===== config.mk =====
export PLATFORM = sky130hd
export DESIGN_NAME = obc_da_mac
export DESIGN_NICKNAME = d
export VERILOG_FILES = /design/src/rtl/obc_da_mac.sv
export SDC_FILE = /design/constraint.sdc
export NUM_CORES = 2
export LEC_CHECK = 0
export CAP_MARGIN = 10
export CORE_UTILIZATION = 62
export DETAILED_ROUTE_END_ITERATION = 16
export PLACE_DENSITY = 0.85
export SLEW_MARGIN = 5
export SYNTH_ARGS = -nofsm -noshare
export SYNTH_HDL_FRONTEND = slang
export SYNTH_SLANG_ARGS = --single-unit

===== constraint.sdc =====
create_clock -name clk -period 15.4 [get_ports clk]
set_input_delay 3.08 -clock clk [delete_from_list [all_inputs] [get_ports clk]]
set_output_delay 3.08 -clock clk [all_outputs]
set_load 0.05 [all_outputs]

===== src/rtl/obc_da_mac.sv =====
// Bit-serial offset-binary-coded distributed-arithmetic MAC: y = +/- sum(c_i * x_i),
// one bit-slice of all N samples per clock, MSB first, with a run-time coefficient bank.
module obc_da_mac #(
    parameter int N  = 16,
    parameter int W  = 16,
    parameter int CW = 16,
    parameter int AW = CW + W + $clog2(N) + 1
) (
    input  logic                 clk,
    input  logic                 rst_n,
    input  logic                 coef_we,
    input  logic [$clog2(N)-1:0] coef_addr,
    input  logic [CW-1:0]        coef_wdata,
    output logic                 coef_err,
    input  logic                 in_valid,
    output logic                 in_ready,
    input  logic [N*W-1:0]       x_in,
    input  logic                 neg,
    output logic                 out_valid,
    input  logic                 out_ready,
    output logic [AW-1:0]        y_out
);
    localparam int NP  = N / 2;
    localparam int ADW = $clog2(N);
    localparam int BW  = $clog2(W);

    typedef enum logic [1:0] {IDLE, RUN, FIX, DONE} state_t;

    state_t               state_q, state_d;
    logic signed [CW-1:0] coef_q [N];
    logic signed [CW-1:0] coef_d [N];
    logic signed [AW-1:0] psum_q [NP];
    logic signed [AW-1:0] psum_d [NP];
    logic signed [AW-1:0] pdif_q [NP];
    logic signed [AW-1:0] pdif_d [NP];
    logic signed [AW-1:0] csum_q, csum_d;
    logic signed [AW-1:0] acc_q, acc_d;
    logic signed [AW-1:0] y_q, y_d;
    logic signed [AW-1:0] slice_s, fix_diff, fix_t;
    logic [BW-1:0]        bit_q, bit_d;
    logic                 coef_err_q, coef_err_d;
    logic [N*W-1:0]       x_q;
    logic                 neg_q;
    logic [W-1:0]         samp [N];
    logic                 accept, coef_ok;

    function automatic logic signed [AW-1:0] sext(input logic signed [CW-1:0] v);
        return {{(AW-CW){v[CW-1]}}, v};
    endfunction

    // OBC pair term: +/-(c0+c1) when the two bits agree, +/-(c0-c1) otherwise; sign from b0.
    function automatic logic signed [AW-1:0] pair_term(input logic signed [AW-1:0] ps,
                                                       input logic signed [AW-1:0] pd,
                                                       input logic b0, input logic b1);
        logic signed [AW-1:0] t;
        t = (b0 == b1) ? ps : pd;
        return b0 ? t : -t;
    endfunction

    assign accept    = in_valid && (state_q == IDLE);
    assign coef_ok   = coef_we && (state_q == IDLE);
    assign in_ready  = (state_q == IDLE);
    assign out_valid = (state_q == DONE);
    assign coef_err  = coef_err_q;
    assign y_out     = y_q;

    always_comb begin
        csum_d = '0;
        for (int i = 0; i < N; i++) begin
            coef_d[i] = coef_q[i];
            if (coef_ok && (coef_addr == ADW'(i))) coef_d[i] = coef_wdata;
        end
        for (int k = 0; k < NP; k++) begin
            psum_d[k] = sext(coef_d[2*k]) + sext(coef_d[2*k+1]);
            pdif_d[k] = sext(coef_d[2*k]) - sext(coef_d[2*k+1]);
            csum_d    = csum_d + psum_d[k];
        end
    end

    always_comb begin
        slice_s = '0;
        for (int i = 0; i < N; i++) samp[i] = x_q[i*W +: W];
        for (int k = 0; k < NP; k++)
            slice_s = slice_s + pair_term(psum_q[k], pdif_q[k],
                                          samp[2*k][bit_q], samp[2*k+1][bit_q]);
        fix_diff = acc_q - csum_q;
        fix_t    = fix_diff >>> 1;
    end

    always_comb begin
        state_d    = state_q;
        acc_d      = acc_q;
        bit_d      = bit_q;
        y_d        = y_q;
        coef_err_d = coef_we && (state_q != IDLE);
        case (state_q)
            IDLE: begin
                if (in_valid) begin
                    acc_d   = '0;
                    bit_d   = BW'(W - 1);
                    state_d = RUN;
                end
            end
            RUN: begin
                // The MSB slice carries negative weight in two's complement.
                if (bit_q == BW'(W - 1)) acc_d = (acc_q <<< 1) - slice_s;
                else                     acc_d = (acc_q <<< 1) + slice_s;
                if (bit_q == '0) state_d = FIX;
                else             bit_d   = bit_q - BW'(1);
            end
            FIX: begin
                y_d     = neg_q ? -fix_t : fix_t;
                state_d = DONE;
            end
            DONE: begin
                if (out_ready) state_d = IDLE;
            end
            default: state_d = IDLE;
        endcase
    end

    always_ff @(posedge clk or negedge rst_n) begin
        if (!rst_n) begin
            state_q    <= IDLE;
            acc_q      <= '0;
            bit_q      <= '0;
            y_q        <= '0;
            coef_err_q <= 1'b0;
            csum_q     <= '0;
            for (int i = 0; i < N; i++) coef_q[i] <= '0;
            for (int k = 0; k < NP; k++) begin
                psum_q[k] <= '0;
                pdif_q[k] <= '0;
            end
        end else begin
            state_q    <= state_d;
            acc_q      <= acc_d;
            bit_q      <= bit_d;
            y_q        <= y_d;
            coef_err_q <= coef_err_d;
            csum_q     <= csum_d;
            for (int i = 0; i < N; i++) coef_q[i] <= coef_d[i];
            for (int k = 0; k < NP; k++) begin
                psum_q[k] <= psum_d[k];
                pdif_q[k] <= pdif_d[k];
            end
        end
    end

    // Sample data needs no reset: it is only read after an accepting edge.
    always_ff @(posedge clk) begin
        if (accept) begin
            x_q   <= x_in;
            neg_q <= neg;
        end
    end
endmodule


## Word level (Yosys, flattened, before mapping)

Index checks and enable logic that the tools add are counted.

- Register bits after elaboration: 890
- Input bits: 282
- Word-level logic and storage cells: 217

- Add/sub/neg operators: 43
- $lt $le $gt $ge: 1
- Equal/unequal tests: 31
- Multiplexer cells: 75
- Reductions and logical operators: 27

Operators by type and width:

| kind | count |
|---|---|
| $mux 37 | 19 |
| $add 37x37->37 | 8 |
| $neg 37->37 | 8 |
| $mux 16 | 16 |
| $add 16x16->17 | 8 |
| $sub 16x16->17 | 8 |
| $pmux 37 s2 | 1 |
| $bmux 1 s4 | 16 |
| $neg 36->37 | 1 |
| $sub 37x24->37 | 1 |
| $sub 37x37->37 | 1 |
| $eq 4x4->1 const B | 9 |
| $add 23x17->24 | 1 |
| $add 22x17->23 | 1 |
| $add 21x17->22 | 1 |
| $add 20x17->21 | 1 |
| $add 19x17->20 | 1 |
| $add 18x17->19 | 1 |
| $logic_and 1x1->1 | 19 |
| $add 17x17->18 | 1 |
| $eq 4x3->1 const B | 4 |
| $mux 1 | 16 |
| $eq 1x1->1 | 8 |
| $eq 4x2->1 const B | 2 |
| other kinds (16) | 25 |

## Longest topological paths before layout

- Depth in word-level cells: 16
- Depth in mapped cells: 52

## Worst setup path before layout

Ideal clock, no wire load.

- Path type: register to register
- Start: register bit_q[1]
- End: register acc_q[36]
- Arrival time: 11.232 ns
- Required time: 15.271 ns
- Path slack: 4.039 ns
- Cell stages (with the launch flop): 47
- Path buffers: 4
- Clock period less this slack: 11.361 ns
- Cell sequence: dfrtp_1 -> buf_4 -> buf_2 -> mux4_2 -> mux2i_1 -> xnor2_1 -> mux2i_2 -> clkbuf_1 -> mux2i_1 -> ha_1 -> nand2_1 -> or3_1 -> nand2b_1 -> or4_1 -> or3_1 -> nor4b_4 -> nor2_1 -> ha_1 -> [11 not listed] -> o21ai_0 -> a21oi_1 -> xnor2_1 -> ha_1 -> clkbuf_1 -> nor4_1 -> o211ai_1 -> o21ai_0 -> a2111oi_0 -> o2111a_1 -> a221oi_1 -> a2111o_1 -> o21ai_0 -> nor4_1 -> nor4_1 -> o21ai_0 -> xnor2_1 -> o21ai_1

- Word-level cells in the longest chain between the ends: 16

Ends and longest elaborated chain:

| item | line | text |
|---|---|---|
| start: declaration | 40 | `logic [BW-1:0] bit_q, bit_d;` |
| start signal: assignment | 138 | `bit_q <= bit_d;` |
| $bmux 1 s4 | 85 | `samp[2*k][bit_q], samp[2*k+1][bit_q]);` |
| $mux 1 (not written as such) | 85 |  |
| $eq 1x1->1 | 56 | `t = (b0 == b1) ? ps : pd;` |
| $mux 37 | 56 |  |
| $neg 37->37 | 57 | `return b0 ? t : -t;` |
| $mux 37 | 57 |  |
| $add 37x37->37 (7 in series) | 84 | `slice_s = slice_s + pair_term(psum_q[k], pdif_q[k],` |
| $add 37x37->37 or $sub 37x37->37 (tied branches) | 107, 106 |  |
| $mux 37 (*) | 106 | `if (bit_q == BW'(W - 1)) acc_d = (acc_q <<< 1) - slice_s;` |
| $pmux 37 s2 (*) | 96 | `case (state_q)` |
| end signal: assignment | 125 | `acc_q <= '0;` |
| end signal: assignment | 137 | `acc_q <= acc_d;` |
| end: declaration | 37 | `logic signed [AW-1:0] acc_q, acc_d;` |

Every way passes the cells marked *; elsewhere a longest branch is shown, timed or not. The select of a mux whose other input is x is not followed.
A chain may end at the register's enable or synchronous reset.

## Final worst setup path

Ends and elaborated chain as after synthesis.

==> impl_metrics.json <==
{
  "status": "finished, final reports clean",
  "clock_latency_ns": 0.74,
  "dr.pass1.iters": 9,
  "portBuffers": 321,
  "ys_ff_latch": 882,
  "synth_edf_count": 257,
  "synth-seq-area-share": 0.363,
  "finalCritPeriodShare": 0.858,
  "synth_nets": 7365,
  "num_vias": 49295,
  "wl_um": 190000,
  "hp-class": "flip-flop to flip-flop",
  "crit_required_ns": 15.95,
  "place_congestion": 1.01,
  "min_from": "y_out[36]$_DFFE_PN0P_",
  "syn-mean-instance-area_um2": 10.2,
  "hpwl_um": 148000,
  "avgRoutedWirePerCell_um": 23.6,
  "rows": 117,
  "setup-violations-final": 0,
  "worstSetupStartpointType": "flip-flop",
  "fp.dieH_um": 324,
  "ys_warn_count": 0,
  "synth_async_sr_flop_share": 0.709,
  "tightest_slew_ns": 1.18,
  "period_minus_slack_ns": 13.22,
  "core_area_mm2": 0.102,
  "ys_types": 100,
  "netlist_area_mm2": 0.0643,
  "maxSlewViolCount": 0,
  "max_slew_margin": 0.209,
  "hold_viol": 0,
  "slowest_delay_ns": 0.89,
  "htreeDepth": 3,
  "post-route-util": 0.708,
  "cts_tree": "yes",
  "die_x_um": 324,
  "pin_count": 322,
  "cpMaxStageDelayCell": "dfrtp_4",
  "placed_cell_area_mm2": 0.0690,
  "cts-buffers-inserted": 99,
  "root_buffer": "clkbuf_16",
  "hold_buffers": 0,
  "synth_ff_type": "dfrtp_1",
  "viasPerCell": 6.13,
  "timing.fmax_mhz": 75.7,
  "grt_max_degree": 170,
  "critical_path_class": "flip-flop to flip-flop",
  "r2r_start": "bit_q[1]$_DFFE_PN0P_",
  "cts_sinks": 882,
  "post_cts_buffers": 0,
  "syn_inst": 6296,
  "cts_resized": 0,
  "gr-total-overflow": 0,
  "drive_gt1_frac": 0.0782,
  "path_delay_family": "compound AO/OA/AOI/OAI gates",
  "final_cell_mix": "inv_1, dfrtp_1, a21oi_1, ha_1, nor2_1",
  "grt.total_usage": 0.361,
  "cp.buffers_inverters": 6,
  "crit_start": "bit_q[1]$_DFFE_PN0P_",
  "fillers": 7233,
  "initial_core_util": 0.628,
  "grt_pass1_vias": 49473,
  "rsz0062_at_grt": "false",
  "arrival_ns": 13.77,
  "crit_top_cell": "o21ai_0",
  "ant_nets": 0,
  "drt_iter0_drc": 4601,
  "finClkSkew_ns": 0.0587,
  "nets": 7652,
  "layout_commonest_cell": "inv_1",
  "design_area_mm2": 0.0725,
  "dieArea_mm2": 0.105,
  "drt_drc_violations_left": 0,
  "drv_cap": 0,
  "clk_pin_slew_worst_paths_ns": 0.06,
  "fin_tns_setup_ns": 0,
  "critPathMaxFanout": 38,
  "antenna_found_initial": 21,
  "cts_buffer_depth": 3,
  "syn_to_final_growth_pct": 12.8,
  "grt_pass1_wl_um": 286000,
  "end_kind": "flip-flop"
}
-- Yosys cell counts, types with 49 or more instances --
| library cell | n | share of area |
|---|---|---|
| inv_1 | 844 | 0.049 |
| dfrtp_1 | 625 | 0.24 |
| a21oi_1 | 463 | 0.036 |
| nor2_1 | 452 | 0.026 |
| ha_1 | 449 | 0.087 |
| fa_1 | 338 | 0.11 |
| xnor2_1 | 322 | 0.044 |
| o21ai_0 | 311 | 0.024 |
| mux2i_1 | 301 | 0.047 |
| nand2_1 | 269 | 0.016 |
| edfxtp_1 | 257 | 0.12 |
| xor2_1 | 167 | 0.023 |
| clkbuf_1 | 162 | 0.0095 |
| mux2_2 | 142 | 0.025 |
| nor3_1 | 111 | 0.0086 |
| a21o_1 | 89 | 0.010 |
| o21bai_1 | 72 | 0.0084 |
| mux4_2 | 61 | 0.021 |
| nand3_1 | 54 | 0.0042 |
| o31ai_1 | 49 | 0.0057 |
-- logic make-up after synthesis --
logic type	count (synthesis)	synth area share
fa+ha+maj	787	0.193
compound gates	1315	0.126
xor+xnor	491	0.0673
mux	505	0.0933
flops	882	0.363
simple gates	1268	0.0952
buf+inv	1048	0.0620
-- area by class of cell --
type	count	area (µm²)	share of cell area
Inverter	849	3190	0.0440
Timing Repair Buffer	385	3720	0.0514
Clock buffer	127	2720	0.0376
Multi-Input combinational cell	4366	37100	0.511
Clock inverter	55	686	0.00946
Antenna cell	16	40.0	0.000552
Sequential cell	882	23400	0.322
Tap cell	1368	1710	0.0236
-- state kept, by name (all words and copies together) (netlist names) --
name and cells:
psum_q 135, coef_q 256, state_q 2, bit_q 4
x_q 256, coef_err 1, y_out 37, csum_q 24
neg_q 1, pdif_q 129, acc_q 37
-- layer usage --
| layer | GRT usage | part of all wire | vias to the layer above |
|---|---|---|---|
| met3 | 0.0815 | 0.095 | 629 |
| met4 | 0.178 | 0.055 | 10 |
| met1 | 0.452 | 0.38 | 24107 |
| li1 | - | - | 22078 |
| met5 | 0 | 0.00034 | - |
| met2 | 0.592 | 0.47 | 2471 |
-- per-stage QoR --
step,setup slack (ns),cells,hold WS (ns)
5_1_grt,1.63,8047,0.506
6_report,2.18,8048,0.482
4_1_cts,2.35,8032,0.485
3_5_place_dp,2.49,7850,0.471
2_1_floorplan,4.04,6296,0.473
3_3_place_gp,2.79,7849,0.464
-- worst paths after layout --
| path | slack (ns) | to | cells past startpoint |
|---|---|---|---|
| setup reg to reg | 2.18 | acc_q[36]$_DFFE_PN0P_ | 43 |
| hold / removal | 0.48 | y_out[36]$_DFFE_PN0P_ | 1 |
| hold reg to reg | 0.48 | y_out[36]$_DFFE_PN0P_ | 1 |
| max in group asynchronous | 10.92 | coef_q[213]$_DFF_PN0_ | 3 |
| setup / recovery | 2.18 | acc_q[36]$_DFFE_PN0P_ | 43 |
| min in group asynchronous | 2.33 | state_q[0]$_DFFE_PN0P_ | 1 |
Power is not shown: default switching activity piles up to over one toggle a cycle in this logic, so the estimate is an artifact.
